`config.mk`:
```
export PLATFORM = sky130hd
export DESIGN_NAME = morse_symbol_sequencer_flat
export DESIGN_NICKNAME = d
export VERILOG_FILES = /design/src/rtl/morse_pkg.sv /design/src/rtl/morse_symbol_sequencer_if.sv /design/src/rtl/morse_unit_counter.sv /design/src/rtl/morse_symbol_sequencer.sv /design/src/flat_wrapper.sv
export SDC_FILE = /design/constraint.sdc
export NUM_CORES = 1
export LEC_CHECK = 0
export BUFFER_PORTS_ARGS = -buffer_cell sky130_fd_sc_hd__buf_2
export CAP_MARGIN = 20
export CORE_MARGIN = 4
export CORE_UTILIZATION = 30
export CTS_CLUSTER_DIAMETER = 50
export DETAILED_ROUTE_END_ITERATION = 7
export PLACE_DENSITY = 0.54
export SYNTH_ARGS = -nofsm -noshare
export SYNTH_HDL_FRONTEND = slang
export SYNTH_HIERARCHICAL = 1
export SYNTH_SLANG_ARGS = --single-unit
```
`constraint.sdc`:
```
create_clock -name clk -period 2.3 [get_ports clk]
set_clock_uncertainty 0.2 [all_clocks]
set_input_delay 0.345 -clock clk [delete_from_list [all_inputs] [get_ports clk]]
set_output_delay 0.345 -clock clk [all_outputs]
set_load 0.03 [all_outputs]
```
`src/rtl/morse_pkg.sv`:
```
// Shared types and default unit timing for the Morse symbol sequencer.
package morse_pkg;

  typedef enum logic [1:0] {
    SYM_DOT  = 2'b00,
    SYM_DASH = 2'b01,
    SYM_CGAP = 2'b10,
    SYM_WGAP = 2'b11
  } sym_t;

  typedef enum logic [1:0] {
    IDLE  = 2'd0,
    MARK  = 2'd1,
    SPACE = 2'd2
  } seq_state_t;

  localparam int DEF_DOT_UNITS      = 1;
  localparam int DEF_DASH_UNITS     = 3;
  localparam int DEF_ELEM_GAP_UNITS = 1;
  localparam int DEF_CHAR_GAP_UNITS = 3;
  localparam int DEF_WORD_GAP_UNITS = 7;
  localparam int DEF_FARN_EXTRA     = 2;

  function automatic int max_of(input int a, input int b);
    return (a > b) ? a : b;
  endfunction

endpackage

```
`src/rtl/morse_symbol_sequencer_if.sv`:
```
// Symbol handshake between the character encoder (master) and the sequencer (slave).
interface morse_symbol_sequencer_if;
  import morse_pkg::*;

  logic sym_valid;
  sym_t sym;
  logic sym_ready;

  modport master (output sym_valid, output sym, input sym_ready);
  modport slave  (input sym_valid, input sym, output sym_ready);
endinterface

```
`src/rtl/morse_unit_counter.sv`:
```
// Loadable down-counter of unit ticks; last_o is registered and marks the tick that
// consumed the final unit. A load takes priority over a coincident tick.
module morse_unit_counter #(
  parameter int W = 4
) (
  input  logic         clk,
  input  logic         rst,
  input  logic         load_i,
  input  logic [W-1:0] load_val_i,
  input  logic         tick_i,
  output logic         last_o
);

  logic [W-1:0] cnt_q, cnt_d;
  logic         last_q, last_d;

  always_comb begin
    cnt_d  = cnt_q;
    last_d = 1'b0;
    if (load_i) begin
      cnt_d = load_val_i;
    end else if (tick_i && (cnt_q != '0)) begin
      cnt_d  = cnt_q - 1'b1;
      last_d = (cnt_q == W'(1));
    end
  end

  always_ff @(posedge clk) begin
    if (rst) begin
      cnt_q  <= '0;
      last_q <= 1'b0;
    end else begin
      cnt_q  <= cnt_d;
      last_q <= last_d;
    end
  end

  assign last_o = last_q;

endmodule

```
`src/rtl/morse_symbol_sequencer.sv`:
```
// Plays one Morse symbol per handshake on the unit tick and gates the prescaler.
// Define MORSE_SEQ_FARNSWORTH_EN to stretch every gap symbol by FARN_EXTRA units.
module morse_symbol_sequencer
  import morse_pkg::*;
#(
  parameter int DOT_UNITS      = DEF_DOT_UNITS,
  parameter int DASH_UNITS     = DEF_DASH_UNITS,
  parameter int ELEM_GAP_UNITS = DEF_ELEM_GAP_UNITS,
  parameter int CHAR_GAP_UNITS = DEF_CHAR_GAP_UNITS,
  parameter int WORD_GAP_UNITS = DEF_WORD_GAP_UNITS,
  parameter int FARN_EXTRA     = DEF_FARN_EXTRA
) (
  input  logic                     clk,
  input  logic                     rst,
  input  logic                     tick,
  morse_symbol_sequencer_if.slave  sym_if,
  output logic                     key_out,
  output logic                     busy,
  output logic                     done,
  output logic                     presc_ce
);

  localparam int MAX_UNITS = max_of(max_of(max_of(DOT_UNITS, DASH_UNITS), ELEM_GAP_UNITS),
                                    max_of(CHAR_GAP_UNITS, WORD_GAP_UNITS) + FARN_EXTRA);
  localparam int W = $clog2(MAX_UNITS + 1);

`ifdef MORSE_SEQ_FARNSWORTH_EN
  localparam int GAP_PAD = FARN_EXTRA;
`else
  localparam int GAP_PAD = 0;
`endif

  // Gap symbols only add the remainder: the previous element already emitted its ELEM gap.
  localparam logic [W-1:0] DOT_LOAD  = W'(DOT_UNITS);
  localparam logic [W-1:0] DASH_LOAD = W'(DASH_UNITS);
  localparam logic [W-1:0] ELEM_LOAD = W'(ELEM_GAP_UNITS);
  localparam logic [W-1:0] CGAP_LOAD = W'(CHAR_GAP_UNITS - ELEM_GAP_UNITS + GAP_PAD);
  localparam logic [W-1:0] WGAP_LOAD = W'(WORD_GAP_UNITS - ELEM_GAP_UNITS + GAP_PAD);

  if (DOT_UNITS < 1 || DASH_UNITS < 1 || ELEM_GAP_UNITS < 1 || FARN_EXTRA < 0 ||
      CHAR_GAP_UNITS <= ELEM_GAP_UNITS || WORD_GAP_UNITS <= ELEM_GAP_UNITS) begin : g_param_err
    $error("morse_symbol_sequencer: illegal unit parameters");
  end

  seq_state_t   state_q, state_d;
  logic         key_q, key_d;
  logic         busy_q, busy_d;
  logic         done_q, done_d;
  logic         ready_q, ready_d;
  logic         load;
  logic [W-1:0] load_val;
  logic         last;

  morse_unit_counter #(.W(W)) u_cnt (
    .clk        (clk),
    .rst        (rst),
    .load_i     (load),
    .load_val_i (load_val),
    .tick_i     (tick),
    .last_o     (last)
  );

  always_ff @(posedge clk) begin
    if (rst) begin
      state_q <= IDLE;
      key_q   <= 1'b0;
      busy_q  <= 1'b0;
      done_q  <= 1'b0;
      ready_q <= 1'b1;
    end else begin
      state_q <= state_d;
      key_q   <= key_d;
      busy_q  <= busy_d;
      done_q  <= done_d;
      ready_q <= ready_d;
    end
  end

  always_comb begin
    state_d  = state_q;
    load     = 1'b0;
    load_val = '0;
    case (state_q)
      IDLE: begin
        if (sym_if.sym_valid && ready_q) begin
          load = 1'b1;
          case (sym_if.sym)
            SYM_DOT:  begin state_d = MARK;  load_val = DOT_LOAD;  end
            SYM_DASH: begin state_d = MARK;  load_val = DASH_LOAD; end
            SYM_CGAP: begin state_d = SPACE; load_val = CGAP_LOAD; end
            default:  begin state_d = SPACE; load_val = WGAP_LOAD; end
          endcase
        end
      end
      MARK: begin
        if (last) begin
          state_d  = SPACE;
          load     = 1'b1;
          load_val = ELEM_LOAD;
        end
      end
      SPACE: begin
        if (last) state_d = IDLE;
      end
      default: state_d = IDLE;
    endcase
  end

  always_comb begin
    key_d   = (state_d == MARK);
    busy_d  = (state_d != IDLE);
    ready_d = (state_d == IDLE);
    done_d  = (state_q == SPACE) && last;
  end

  assign key_out          = key_q;
  assign busy             = busy_q;
  assign presc_ce         = busy_q;
  assign done             = done_q;
  assign sym_if.sym_ready = ready_q;

endmodule
```
`src/flat_wrapper.sv`:
```
// flat-port wrapper written by rule: the top's interface ports become plain ports
module morse_symbol_sequencer_flat import morse_pkg::*;
#(
  parameter int DOT_UNITS      = DEF_DOT_UNITS,
  parameter int DASH_UNITS     = DEF_DASH_UNITS,
  parameter int ELEM_GAP_UNITS = DEF_ELEM_GAP_UNITS,
  parameter int CHAR_GAP_UNITS = DEF_CHAR_GAP_UNITS,
  parameter int WORD_GAP_UNITS = DEF_WORD_GAP_UNITS,
  parameter int FARN_EXTRA     = DEF_FARN_EXTRA
)
  (clk, rst, tick, key_out, busy, done, presc_ce, sym_if_sym_valid, sym_if_sym, sym_if_sym_ready);
  morse_symbol_sequencer_if sym_if_i ();
  input  logic clk;
  input  logic rst;
  input  logic tick;
  output logic key_out;
  output logic busy;
  output logic done;
  output logic presc_ce;
  input wire logic [$bits(sym_if_i.sym_valid)-1:0] sym_if_sym_valid;
  input wire logic [$bits(sym_if_i.sym)-1:0] sym_if_sym;
  output wire logic [$bits(sym_if_i.sym_ready)-1:0] sym_if_sym_ready;
  assign sym_if_i.sym_valid = sym_if_sym_valid;
  assign sym_if_i.sym = sym_if_sym;
  assign sym_if_sym_ready = sym_if_i.sym_ready;
  morse_symbol_sequencer #(.DOT_UNITS(DOT_UNITS), .DASH_UNITS(DASH_UNITS), .ELEM_GAP_UNITS(ELEM_GAP_UNITS), .CHAR_GAP_UNITS(CHAR_GAP_UNITS), .WORD_GAP_UNITS(WORD_GAP_UNITS), .FARN_EXTRA(FARN_EXTRA)) u_core (.clk(clk), .rst(rst), .tick(tick), .sym_if(sym_if_i), .key_out(key_out), .busy(busy), .done(done), .presc_ce(presc_ce));
endmodule
```
[Word-level counts from Yosys, hierarchy flattened]
Cells that the tools add are included.
Widths: inputs -> output; s select.
Word-level totals
  flip-flop bits (word level): 11
  bits in latches: 0
  memory bits (writable): 0
  memory bits (read-only): 0
  input port bits: 6
  output and inout bits: 5
  logic and storage cells: 40
  memories: 0
Operators by class
  $add $sub $neg: 1
  multipliers: 0
  divide/modulo/power cells: 0
  order comparisons: 0
  eq/ne operators: 6
  shift operators: 0
  multiplexer cells: 14
  bitwise gates (word level): 1
  reduce and logical (&&, ||, !) cells: 11
Operator list (number)
  $mux 4: 3
  $pmux 3 s3: 1
  $mux 2: 4
  $pmux 4 s2: 1
  $eq 2x1->1 const B: 3
  $logic_not 2->1: 3
  $pmux 2 s3: 1
  $eq 2x2->1 const B: 2
  $eq 4x1->1 const B: 1
  $reduce_bool 2->1: 2
  $reduce_bool 4->1: 1
  $sub 4x1->4 const B: 1
  $logic_and 1x1->1: 3
  $mux 1: 3
  $reduce_or 3->1: 1
  $pmux 1 s2: 1
  $reduce_or 2->1: 1
  $not 1->1: 1

[Logic depth before layout (Yosys ltp)]
  depth after elaboration: 6
  gate-level depth with buffers: 5
  depth with buffers taken out: 5

[Hierarchy]
Netlist, hierarchy kept.
By module, submodules not included
  morse_unit_counter: instances 1, cells an instance 35, area each 306.5 sq um, seq. area each 100.1 sq um
  morse_symbol_sequencer: instances 1, cells an instance 29, area each 262.8 sq um, seq. area each 120.1 sq um

[Worst setup path after synthesis]
No wires, ideal clock.
  kind: flip-flop to flip-flop
  start point: register u_core.ready_q (netlist: u_core/sym_if.sym_ready)
  end point: register u_core.u_cnt.cnt_q[3]
  library setup time: 0.114 ns
  arrival: 1.671 ns
  required time: 1.986 ns
  slack: 0.314 ns
  cell stages (with the launch flop): 6
  path buffers: 0
  period minus slack after synthesis: 1.986 ns
  path through: dfxtp_1 -> nand3b_1 -> a21oi_1 -> inv_1 -> and3_1 -> a2111oi_0
Between the ends
  cells in the longest elaborated chain, start to end: 4
  elaborated cells on any way between the ends: 5
  classes of those cells: mux (3); reduce/logical (2)
Ends and longest elaborated chain
  from (decl): RTL line morse_symbol_sequencer.sv:49  | logic ready_q, ready_d;
  from (signal assigned): RTL line morse_symbol_sequencer.sv:75  | ready_q <= ready_d;
  $logic_and 1x1->1 (*): RTL line morse_symbol_sequencer.sv:85  | if (sym_if.sym_valid && ready_q) begin
  $mux 1 (*): RTL line morse_symbol_sequencer.sv:85
  $pmux 1 s2 (*): RTL line morse_symbol_sequencer.sv:83  | case (state_q)
  named net u_core.load: RTL line morse_symbol_sequencer.sv:50  | logic load;
  $mux 4 / $reduce_bool 2->1 (equally long branches)
  to (signal assigned): RTL line morse_unit_counter.sv:33  | cnt_q <= cnt_d;
  to (decl): RTL line morse_unit_counter.sv:14  | logic [W-1:0] cnt_q, cnt_d;
Mark *: on every way through the listed nets, which the timed path passes. The rest lies on a longest branch.
A chain may end at the register's enable or synchronous reset.

[Worst setup path in the final report]
  start point: register u_core.u_cnt.cnt_q[1]
  end point: register u_core.u_cnt.cnt_q[1]
Between the ends
  cells in the longest elaborated chain, start to end: 3
  elaborated cells on any way between the ends: 6
  classes of those cells: add/sub (1); mux (2); reduce/logical (3)
Ends and longest elaborated chain
  $sub 4x1->4 / $reduce_bool 4->1 (equally long branches): RTL line morse_unit_counter.sv:23, morse_unit_counter.sv:22
  $mux 4 / $logic_and 1x1->1 (equally long branches): RTL line morse_unit_counter.sv:22  | end else if (tick_i && (cnt_q != '0)) begin
  $mux 4 / $reduce_bool 2->1 (equally long branches)
Parallel ways exist; a longest one is shown, timed or not. The select of a mux whose other input is x is not followed.

==> impl_metrics.json <==
{
  "dieWidth_um": 51.56,
  "antenna_found_initial": 0,
  "peakVddDrop_v": 0.0003593,
  "finalInstanceArea_um2": 676.9,
  "cap_viol_max_count": 0,
  "synth_warnings": 6,
  "post_drt_wl_per_cell_um": 11.12,
  "clk_latency_ns": 0.27,
  "timing.fmax_mhz": 555.7,
  "synth_fp_nets": 72,
  "slew_violations": 0,
  "root_buffer": "clkbuf_4",
  "vias": 509,
  "arrival_ns": 1.81,
  "rsz0062_at_grt": "no",
  "synth_seq_area_share": 0.3868,
  "synth-edff-count": 0,
  "globalRouteOverflowTotal": 0,
  "leakage_nw": 0.2636,
  "synth_area_leaders": "dfxtp_1 (39%), a21oi_1 (6.2%), ha_1 (4.4%), a311o_1 (3.5%), inv_1 (3.3%)",
  "num_io_pins": 11,
  "rr_worst_depth": 5,
  "post-place-ws_ns": 0.5066,
  "numCtsBuffers": 3,
  "cts_setup_buffers": 0,
  "start_kind": "register",
  "viasPerCell": 4.942,
  "yosysUniqueCellTypes": 29,
  "finalSetupViolations": 0,
  "hold_class": "in2reg",
  "die_height_um": 51.56,
  "path_clk_slew_ns": 0.07,
  "htree_num_levels": 1,
  "cts_tree": "done",
  "fin_crit_sh": 0.7824,
  "hpwl_um": 849.3,
  "wl_um": 1145,
  "hold_violations": 0,
  "grt_pass1_wl_um": 2021,
  "post_dp_cell_area_um2": 650.6,
  "endpoint": "u_core/u_cnt/cnt_q[1]",
  "holdPathStages": 3,
  "coreArea_um2": 1764,
  "first_iter_violations": 8,
  "setup_slack_ns": 0.5005,
  "antenna_cells": 0,
  "cts_sinks": 11,
  "nets": 87,
  "r2r_setup_slack_ns": 0.50,
  "syn-mean-instance-area_um2": 8.895,
  "cts_resized": 0,
  "worstPathRequired_ns": 2.31,
  "worstReg2RegEnd": "u_core/u_cnt/cnt_q[1]",
  "startpoint": "u_core/u_cnt/cnt_q[1]",
  "syn_to_final_growth_pct": 18.90,
  "ctsHoldBuffers": 0,
  "timing.setup.critical_path_class": "reg2reg",
  "grt_pass1_vias": 487,
  "synth_top_area_share": 0.3868,
  "drc": 0,
  "ys.flop_type": "dfxtp_1",
  "p_per_area_nw_per_um2": 845.3,
  "synth_commonest_cells": "dfxtp_1 (11), a21oi_1 (7), inv_1 (5)",
  "gp_congestion": 0.7537,
  "initial_core_util": 0.3227,
  "cp_max_fo": 4,
  "synth_most_common_cell": "dfxtp_1",
  "drive_gt1_frac": 0.2179,
  "status": "completed",
  "cts_buffer_depth": 2,
  "ys_seq_elements": 11,
  "timing.rr.start": "u_core/u_cnt/cnt_q[1]",
  "die_area_um2": 2658,
  "fin_crit_ns": 1.799,
  "utilization": 0.3837,
  "synth_cells": 64,
  "grt_usage": 0.1037,
  "portBuffers": 10,
  "dr.pass1.iters": 4,
  "row_count": 15,
  "synth-async-reset-ratio": 0,
  "multi_input_area_um2": 322.8,
  "final-seq-area_um2": 220.2,
  "ant_nets": 0,
  "yosys.area.top_type": "dfxtp_1",
  "endpoint_kind": "register",
  "setup_tns_ns": 0,
  "syn_area_um2": 569.3,
  "fill_cells": 193,
  "grt_start_max_net_pins": 13
}
==> report_power, final <==
group          total, W  leakage, nW  switching, W  internal, W
Combinational  0.000192        0.158      0.000105    0.0000865
Clock          0.000132       0.0150     0.0000650    0.0000671
Sequential     0.000249       0.0904     0.0000303     0.000218
==> flip-flops by register name, summed over array words and instances (netlist names) <==
| signal | flops |
|---|---|
| u_core/u_cnt/cnt_q | 4 |
| u_core/key_out | 1 |
| u_core/u_cnt/last_o | 1 |
| u_core/state_q | 2 |
| u_core/sym_if.sym_ready | 1 |
| u_core/done | 1 |
| u_core/busy | 1 |
==> critical path, stage by stage, from the launching register on <==
cell and delay (ns):
dfxtp_1 0.32, inv_1 0.11, ha_1 0.20, or3b_4 0.42
a2111oi_2 0.36, a311o_1 0.15
==> stage by stage <==
| stage | power, W | hold slack, ns | instances |
|---|---|---|---|
| 2_1_floorplan | 0.0003962 | 0.2141 | 64 |
| 3_3_place_gp | 0.0004436 | 0.3384 | 99 |
| 3_5_place_dp | 0.0004438 | 0.3361 | 99 |
| 4_1_cts | 0.0005796 | 0.1713 | 103 |
| 5_1_grt | 0.0006185 | 0.1904 | 103 |
| 6_report | 0.0005722 | 0.1831 | 103 |
==> cells in the final DEF (no fill, tap or decap), types with 2 or more instances in the layout <==
cell,n
a21oi_1,7
a311o_1,2
and3_1,2
buf_2,10
clkbuf_4,3
dfxtp_1,11
ha_1,2
inv_1,5
nand2_1,4
nand2b_1,2
nand3_1,2
nor2_1,4
nor3_1,3
nor3b_1,2
o21ai_0,2
==> logic make-up (layout without fill, tap and decap cells) <==
| kind of cell | Yosys count | in the layout | synth area share |
|---|---|---|---|
| DFF | 11 | 11 | 0.3868 |
| and+or+nand+nor | 26 | 26 | 0.2857 |
| adders and majority gates | 2 | 2 | 0.04395 |
| AOI/OAI and AO/OA | 18 | 18 | 0.2308 |
| buffers and inverters | 6 | 20 | 0.04616 |
| other | 1 | 1 | 0.006587 |
==> how the worst min path moves through the flow <==
| stage | from | to | slack, ns |
|---|---|---|---|
| CTS | tick | u_core/u_cnt/last_o | 0.17 |
| global placement | u_core/u_cnt/last_o | u_core/done | 0.34 |
| floorplan | rst | u_core/u_cnt/cnt_q[2] | 0.21 |
| finish | tick | u_core/u_cnt/last_o | 0.18 |
| detailed placement | u_core/u_cnt/last_o | u_core/done | 0.34 |
| global route | tick | u_core/u_cnt/last_o | 0.19 |
==> final cells by class <==
cell class,instances,share of cell area
multi-input combinational,47,0.4769
sequential,11,0.3253
timing repair buffer,11,0.08503
tap,25,0.04621
clock buffer,4,0.03882
inverter,5,0.02773
==> routing by layer <==
layer / track usage / routed length [µm] / vias up
met3: 0.05158 / 77 / 2
met5: 0 / 0 / -
met2: 0.1525 / 493 / 11
met4: 0.04367 / 10 / 0
met1: 0.1272 / 563 / 225
li1: - / - / 271
Power figures use the tool's default switching activity.
